===== config.mk =====
export PLATFORM = sky130hd
export DESIGN_NAME = pipeline_hazard_ctrl_flat
export DESIGN_NICKNAME = d
export VERILOG_FILES = /design/src/rtl/pipeline_hazard_ctrl_if.sv /design/src/rtl/pipeline_hazard_ctrl.sv /design/src/flat_wrapper.sv
export SDC_FILE = /design/constraint.sdc
export NUM_CORES = 1
export LEC_CHECK = 0
export BUFFER_PORTS_ARGS = -buffer_cell sky130_fd_sc_hd__buf_2
export CELL_PAD_IN_SITES_DETAIL_PLACEMENT = 0
export CELL_PAD_IN_SITES_GLOBAL_PLACEMENT = 1
export CORE_MARGIN = 4
export CORE_UTILIZATION = 18
export DETAILED_ROUTE_END_ITERATION = 8
export HOLD_SLACK_MARGIN = 0.03
export PLACE_DENSITY = 0.73
export SYNTH_ARGS = -nofsm -noshare
export SYNTH_HDL_FRONTEND = slang
export SYNTH_SLANG_ARGS = --single-unit

===== constraint.sdc =====
create_clock -name clk -period 0.9 [get_ports clk]
set_input_delay 0.045 -clock clk [delete_from_list [all_inputs] [get_ports clk]]
set_output_delay 0.045 -clock clk [all_outputs]
set_load 0.01 [all_outputs]

===== src/rtl/pipeline_hazard_ctrl_if.sv =====
// ============================================================================
// Module  : pipeline_hazard_ctrl_if
// Brief   : Hazard inputs and stall/flush enables between the pipeline
//           datapath (master) and the hazard controller (slave).
// Revision: 1.0 - initial release
// ============================================================================
`default_nettype none

interface pipeline_hazard_ctrl_if;
    logic [4:0]  id_rs1;
    logic [4:0]  id_rs2;
    logic        id_uses_rs1;
    logic        id_uses_rs2;
    logic [4:0]  ex_rd;
    logic        ex_mem_read;
    logic        ex_branch_taken;
    logic        imem_ready;
    logic        pc_write;
    logic        if_id_write;
    logic        if_id_flush;
    logic        id_ex_bubble;
    logic [1:0]  state;
    logic [31:0] stall_count;
    logic [31:0] flush_count;

    modport master (
        output id_rs1, id_rs2, id_uses_rs1, id_uses_rs2, ex_rd, ex_mem_read,
               ex_branch_taken, imem_ready,
        input  pc_write, if_id_write, if_id_flush, id_ex_bubble, state,
               stall_count, flush_count
    );

    modport slave (
        input  id_rs1, id_rs2, id_uses_rs1, id_uses_rs2, ex_rd, ex_mem_read,
               ex_branch_taken, imem_ready,
        output pc_write, if_id_write, if_id_flush, id_ex_bubble, state,
               stall_count, flush_count
    );
endinterface

`default_nettype wire


===== src/rtl/pipeline_hazard_ctrl.sv =====
// ============================================================================
// Module  : pipeline_hazard_ctrl
// Brief   : Stall/flush controller driving PC, IF/ID and ID/EX enables.
//           Define HAZARD_PERF_EN to build the stall/flush perf counters.
// Revision: 1.0 - initial release
// ============================================================================
`default_nettype none

module pipeline_hazard_ctrl (
    input  wire                     clk,
    input  wire                     reset,
    pipeline_hazard_ctrl_if.slave   bus
);

    typedef enum logic [1:0] {
        RUN           = 2'd0,
        IMEM_WAIT     = 2'd1,
        REDIRECT_WAIT = 2'd2,
        ILLEGAL       = 2'd3
    } state_t;

    state_t r_state;
    state_t w_next_state;
    logic   w_load_use;
    logic   w_pc_write;
    logic   w_if_id_write;
    logic   w_if_id_flush;
    logic   w_id_ex_bubble;

    assign w_load_use = bus.ex_mem_read && (bus.ex_rd != 5'd0) &&
                        ((bus.id_uses_rs1 && (bus.id_rs1 == bus.ex_rd)) ||
                         (bus.id_uses_rs2 && (bus.id_rs2 == bus.ex_rd)));

    always_ff @(posedge clk or posedge reset) begin
        if (reset) begin
            r_state <= RUN;
        end else begin
            r_state <= w_next_state;
        end
    end

    always_comb begin
        w_pc_write     = 1'b1;
        w_if_id_write  = 1'b1;
        w_if_id_flush  = 1'b0;
        w_id_ex_bubble = 1'b0;
        w_next_state   = RUN;
        if (reset) begin
            w_pc_write     = 1'b0;
            w_if_id_write  = 1'b0;
            w_if_id_flush  = 1'b1;
            w_id_ex_bubble = 1'b1;
        end else begin
            case (r_state)
                REDIRECT_WAIT: begin
                    // Wrong-path fetch still in flight; flush whatever returns.
                    w_pc_write     = 1'b0;
                    w_if_id_flush  = 1'b1;
                    w_id_ex_bubble = 1'b1;
                    w_next_state   = bus.imem_ready ? RUN : REDIRECT_WAIT;
                end
                default: begin
                    if (bus.ex_branch_taken) begin
                        w_if_id_flush  = 1'b1;
                        w_id_ex_bubble = 1'b1;
                        w_next_state   = bus.imem_ready ? RUN : REDIRECT_WAIT;
                    end else if (w_load_use) begin
                        w_pc_write     = 1'b0;
                        w_if_id_write  = 1'b0;
                        w_id_ex_bubble = 1'b1;
                        w_next_state   = bus.imem_ready ? RUN : IMEM_WAIT;
                    end else if (!bus.imem_ready) begin
                        w_pc_write     = 1'b0;
                        w_if_id_flush  = 1'b1;
                        w_next_state   = IMEM_WAIT;
                    end
                    if (r_state == ILLEGAL) begin
                        w_next_state = RUN;
                    end
                end
            endcase
        end
    end

    assign bus.pc_write     = w_pc_write;
    assign bus.if_id_write  = w_if_id_write;
    assign bus.if_id_flush  = w_if_id_flush;
    assign bus.id_ex_bubble = w_id_ex_bubble;
    assign bus.state        = r_state;

`ifdef HAZARD_PERF_EN
    logic        w_branch_accept;
    logic [31:0] r_stall_count;
    logic [31:0] r_flush_count;

    assign w_branch_accept = !reset && (r_state != REDIRECT_WAIT) && bus.ex_branch_taken;

    always_ff @(posedge clk or posedge reset) begin
        if (reset) begin
            r_stall_count <= 32'd0;
            r_flush_count <= 32'd0;
        end else begin
            if (!w_pc_write) begin
                r_stall_count <= r_stall_count + 32'd1;
            end
            if (w_branch_accept) begin
                r_flush_count <= r_flush_count + 32'd1;
            end
        end
    end

    assign bus.stall_count = r_stall_count;
    assign bus.flush_count = r_flush_count;
`else
    assign bus.stall_count = 32'd0;
    assign bus.flush_count = 32'd0;
`endif

endmodule

`default_nettype wire


===== src/flat_wrapper.sv =====
// flat-port wrapper written by rule: the top's interface ports become plain ports
module pipeline_hazard_ctrl_flat 
  (clk, reset, bus_id_rs1, bus_id_rs2, bus_id_uses_rs1, bus_id_uses_rs2, bus_ex_rd, bus_ex_mem_read, bus_ex_branch_taken, bus_imem_ready, bus_pc_write, bus_if_id_write, bus_if_id_flush, bus_id_ex_bubble, bus_state, bus_stall_count, bus_flush_count);
  pipeline_hazard_ctrl_if bus_i ();
  input  wire clk;
  input  wire reset;
  input wire logic [$bits(bus_i.id_rs1)-1:0] bus_id_rs1;
  input wire logic [$bits(bus_i.id_rs2)-1:0] bus_id_rs2;
  input wire logic [$bits(bus_i.id_uses_rs1)-1:0] bus_id_uses_rs1;
  input wire logic [$bits(bus_i.id_uses_rs2)-1:0] bus_id_uses_rs2;
  input wire logic [$bits(bus_i.ex_rd)-1:0] bus_ex_rd;
  input wire logic [$bits(bus_i.ex_mem_read)-1:0] bus_ex_mem_read;
  input wire logic [$bits(bus_i.ex_branch_taken)-1:0] bus_ex_branch_taken;
  input wire logic [$bits(bus_i.imem_ready)-1:0] bus_imem_ready;
  output wire logic [$bits(bus_i.pc_write)-1:0] bus_pc_write;
  output wire logic [$bits(bus_i.if_id_write)-1:0] bus_if_id_write;
  output wire logic [$bits(bus_i.if_id_flush)-1:0] bus_if_id_flush;
  output wire logic [$bits(bus_i.id_ex_bubble)-1:0] bus_id_ex_bubble;
  output wire logic [$bits(bus_i.state)-1:0] bus_state;
  output wire logic [$bits(bus_i.stall_count)-1:0] bus_stall_count;
  output wire logic [$bits(bus_i.flush_count)-1:0] bus_flush_count;
  assign bus_i.id_rs1 = bus_id_rs1;
  assign bus_i.id_rs2 = bus_id_rs2;
  assign bus_i.id_uses_rs1 = bus_id_uses_rs1;
  assign bus_i.id_uses_rs2 = bus_id_uses_rs2;
  assign bus_i.ex_rd = bus_ex_rd;
  assign bus_i.ex_mem_read = bus_ex_mem_read;
  assign bus_i.ex_branch_taken = bus_ex_branch_taken;
  assign bus_i.imem_ready = bus_imem_ready;
  assign bus_pc_write = bus_i.pc_write;
  assign bus_if_id_write = bus_i.if_id_write;
  assign bus_if_id_flush = bus_i.if_id_flush;
  assign bus_id_ex_bubble = bus_i.id_ex_bubble;
  assign bus_state = bus_i.state;
  assign bus_stall_count = bus_i.stall_count;
  assign bus_flush_count = bus_i.flush_count;
  pipeline_hazard_ctrl u_core (.clk(clk), .reset(reset), .bus(bus_i));
endmodule

==> results by group <==
Outcome
  – Status: finished, violations left
  – Violated checks: setup timing

Placed design
  – Placer Congestion: roughly 0.8
  – Number of cells after detailed placement: 186
  – Port-buffer cells: 27
  – Post-place instance area: about 800 µm²
  – Post-DP HPWL: between 1000 and 1500 µm

Power
  – Total leakage power: between 0.4 and 0.5 nW
  – Internal: 0.0005115 W
  – Sequential fraction of design power: 12.0%
  – Logic gate share of total power: ~44%
  – Switching part of the total: ~37%
  – Power per standard cell area: 909.8 nW/µm²
  – Switching power: between 0.0002 and 0.0003 W
  – Maximum vdd ir drop: just under 0.2 mV
  – Fraction of power consumed by the clock network: a little over two fifths
  – Power Total: 0.0008105 W

Final layout
  – Final Instance Count excl. Fillers: 190
  – Area added between synthesis and finish: 17.11%
  – Design Area, Final: 890.9 µm²
  – Most common cell after layout, fill and taps aside: conb_1
  – Most used cells in the layout excluding fill and tap cells: conb_1 (64), buf_2 (25), xnor2_1 (10), buf_4 (9), clkbuf_8 (3)
  – Fill cell instance count of the final layout: 472
  – Fraction of final layout cells with drive strength greater than 1: between 30% and 40%
  – Antenna Diode Count: 0
  – Largest register FFs: 2
  – Number of nets in the layout: 164

Detailed routing
  – Drt drc: 0
  – Routed via count: 558
  – Remaining antenna violation count: 0
  – Post-detailed-routing wire length: 1430 µm
  – Avg Vias per Cell: between 2 and 3
  – Routed len/inst: 7.526 µm
  – Detailed Routing Iterations Pass 1: 4
  – Number of DRC markers after the initial detailed-route iteration: 9

STA
  – Tmin final: roughly 1.3 ns
  – Final Max Tran Viols: 0
  – RSZ-0062 raised after global routing: true
  – Final count of hold timing violations: 0
  – Highest clock frequency the design can meet: 0.7750 GHz
  – Final setup margin: -0.3904 ns
  – Final worst path period share: 143.4%
  – Setup Skew: 0.0003986 ns
  – Setup total negative slack: -1.419 ns
  – Post-route worst hold slack: 0.05106 ns
  – Endpoints failing setup: 4

Logic synthesis
  – Yosys Warn Count: 0
  – Sequential-to-total area share from yosys stat: ~6.6%
  – Count of unique library cells instantiated by Yosys: 20
  – Synth Register Bits: 2
  – Summed instance area of the synthesized netlist: ~760 µm²
  – Synth Area per Inst: between 7 and 8 µm²
  – Cell count after synthesis: just over 100

Worst setup path
  – Critical path class: input port to primary output
  – Cell depth of the worst setup path: 5
  – Crit Path Max Fanout: 2
  – Worst flop-to-flop path startpoint: u_core.bus.state[1]
  – R2R depth: 2
  – Crit path cell chain: buf_6, or4_4, o21a_1, a21bo_1, buf_2
  – Required time reported for the critical path endpoint: 0.85 ns
  – Critical Path AT: between 1 and 1.5 ns
  – CP max stage cell: or4_4
  – WP buf/inv: 2
  – Category of the worst setup path launch point: input port
  – Kind of capture point of the worst setup path: primary output
  – Cell family with the largest share of critical-path delay: simple AND/OR/NAND/NOR gates
  – FF-to-FF End: u_core.bus.state[0]
  – Reg2reg setup slack: 0.04 ns
  – Delay of the slowest critical-path stage: around 0.56 ns

GRT
  – Number of global-route vias before repair: 430
  – Total GRT Usage: under 10%
  – Remaining global-route overflow: 0
  – Global-route wire length before repair: 1738 µm
  – Largest net degree at the start of global routing: 7
  – Antenna violations before repair: 0

Clocking
  – Clock latency at the later pin of the worst-skew pair: ~0.21 ns
  – CTS H-Tree Depth: 1
  – Clock tree from TritonCTS: built
  – Clk pin slew, worst setup/hold paths: approximately 0.030 ns
  – Maximum clock path buffer count: 2
  – Total clock buffers created by CTS: 3
  – Post-CTS setup buffer count: 0
  – Clock root buffer: clkbuf_8
  – Clock Sinks: 2

Die
  – Core Rows: 23
  – Starting utilization of the core area: 18.75%
  – Top Ports: between 90 and 100
  – Die width: 73.01 µm
  – Total die area: 5330 µm²
  – Vert. Die Dim: 73.01 µm
  – Core outline area: slightly above 4000 µm²

Run
  – Max-cap violation count: 0

Worst hold path
  – Sink of the worst hold path: u_core.bus.state[0]
  – Hold Crit Start: bus_imem_ready
  – Class of the tightest hold or removal check: input port to register
  – Hold path depth: 2
[synthesized netlist by cell type, drive strengths merged]
cell   number  area (µm²)
conb        1       3.750
inv         2       7.510
a21oi       3       15.01
buf        64       480.5
xnor2      10       87.58
nor2b       1       6.260
o21a        1       7.510
a31oi       1       6.260
and2        1       6.260
o21ai       2       13.76
nor4        1       6.260
nand4       2       12.51
o22ai       1       6.260
nor2        2       7.510
a21bo       1       10.01
nand2       2       7.510
nor3        3       15.01
dfrtp       2       50.05
or4         1       11.26
[what timing repair did]
action / in CTS / in global routing
pin swaps: 1 / 0
hold buffers: 1 / 0
setup endpoints to repair: 4 / 6
hold endpoints to repair: 2 / 0
gates cloned: 0 / 0
gates resized for setup: 1 / 5
[worst max path at each step]
stage / slack [ns] / endpoint / start
2_1_floorplan: -0.14 / bus_if_id_flush / u_core.bus.state[1]
3_3_place_gp: -0.37 / bus_if_id_flush / bus_ex_rd[1]
3_5_place_dp: -0.38 / bus_id_ex_bubble / bus_ex_rd[1]
4_1_cts: -0.39 / bus_if_id_flush / u_core.bus.state[0]
5_1_grt: -0.44 / bus_if_id_flush / u_core.bus.state[0]
6_report: -0.39 / bus_id_ex_bubble / bus_ex_rd[1]
[power groups by stage]
stage / sequential, W / clock [W] / combinational, W
finish: 0.0000972 / 0.000354 / 0.000359
global route: 0.0000980 / 0.000381 / 0.000397
CTS: 0.0000973 / 0.000364 / 0.000339
detailed placement: 0.0000982 / 0 / 0.000332
global placement: 0.0000980 / 0 / 0.000330
floorplan: 0.000101 / 0 / 0.000414
[layout make-up]
cell class / count / area, µm² / area share (%)
sequential: 2 / 50.05 / 5.618
multi-input combinational: 96 / 504.2 / 56.60
clock buffer: 3 / 41.29 / 4.635
tap: 50 / 62.56 / 7.022
inverter: 2 / 7.507 / 0.8427
timing repair buffer: 37 / 225.2 / 25.28
[layer usage]
metal / wire [µm] / global-route usage, % / part of all wire (%) / up-vias
met5: 0 / 0 / 0 / -
met4: 26 / 3.689 / 1.8 / 0
met3: 297 / 1.653 / 21 / 4
met2: 628 / 6.852 / 44 / 58
met1: 478 / 4.758 / 33 / 224
li1: - / - / - / 272
[logic make-up after synthesis]
family	synth area share, %
compound gates	7.731
xor+xnor	11.51
other cells	0.4929
buf+inv	64.14
simple gates	9.541
flops	6.579
[worst reg2reg max path, stage by stage, from the launching register on]
cell	delay, ns
dfrtp_1	0.36
buf_4	0.14
nor4_1	0.26
[through the flow]
stage,utilization (%),setup WS [ns]
CTS,21.25,-0.3934
global placement,19.83,-0.3679
detailed placement,19.83,-0.3798
floorplan,-,-0.1383
global route,21.96,-0.4354
finish,21.96,-0.3904
(Power assumes the default switching activity.)
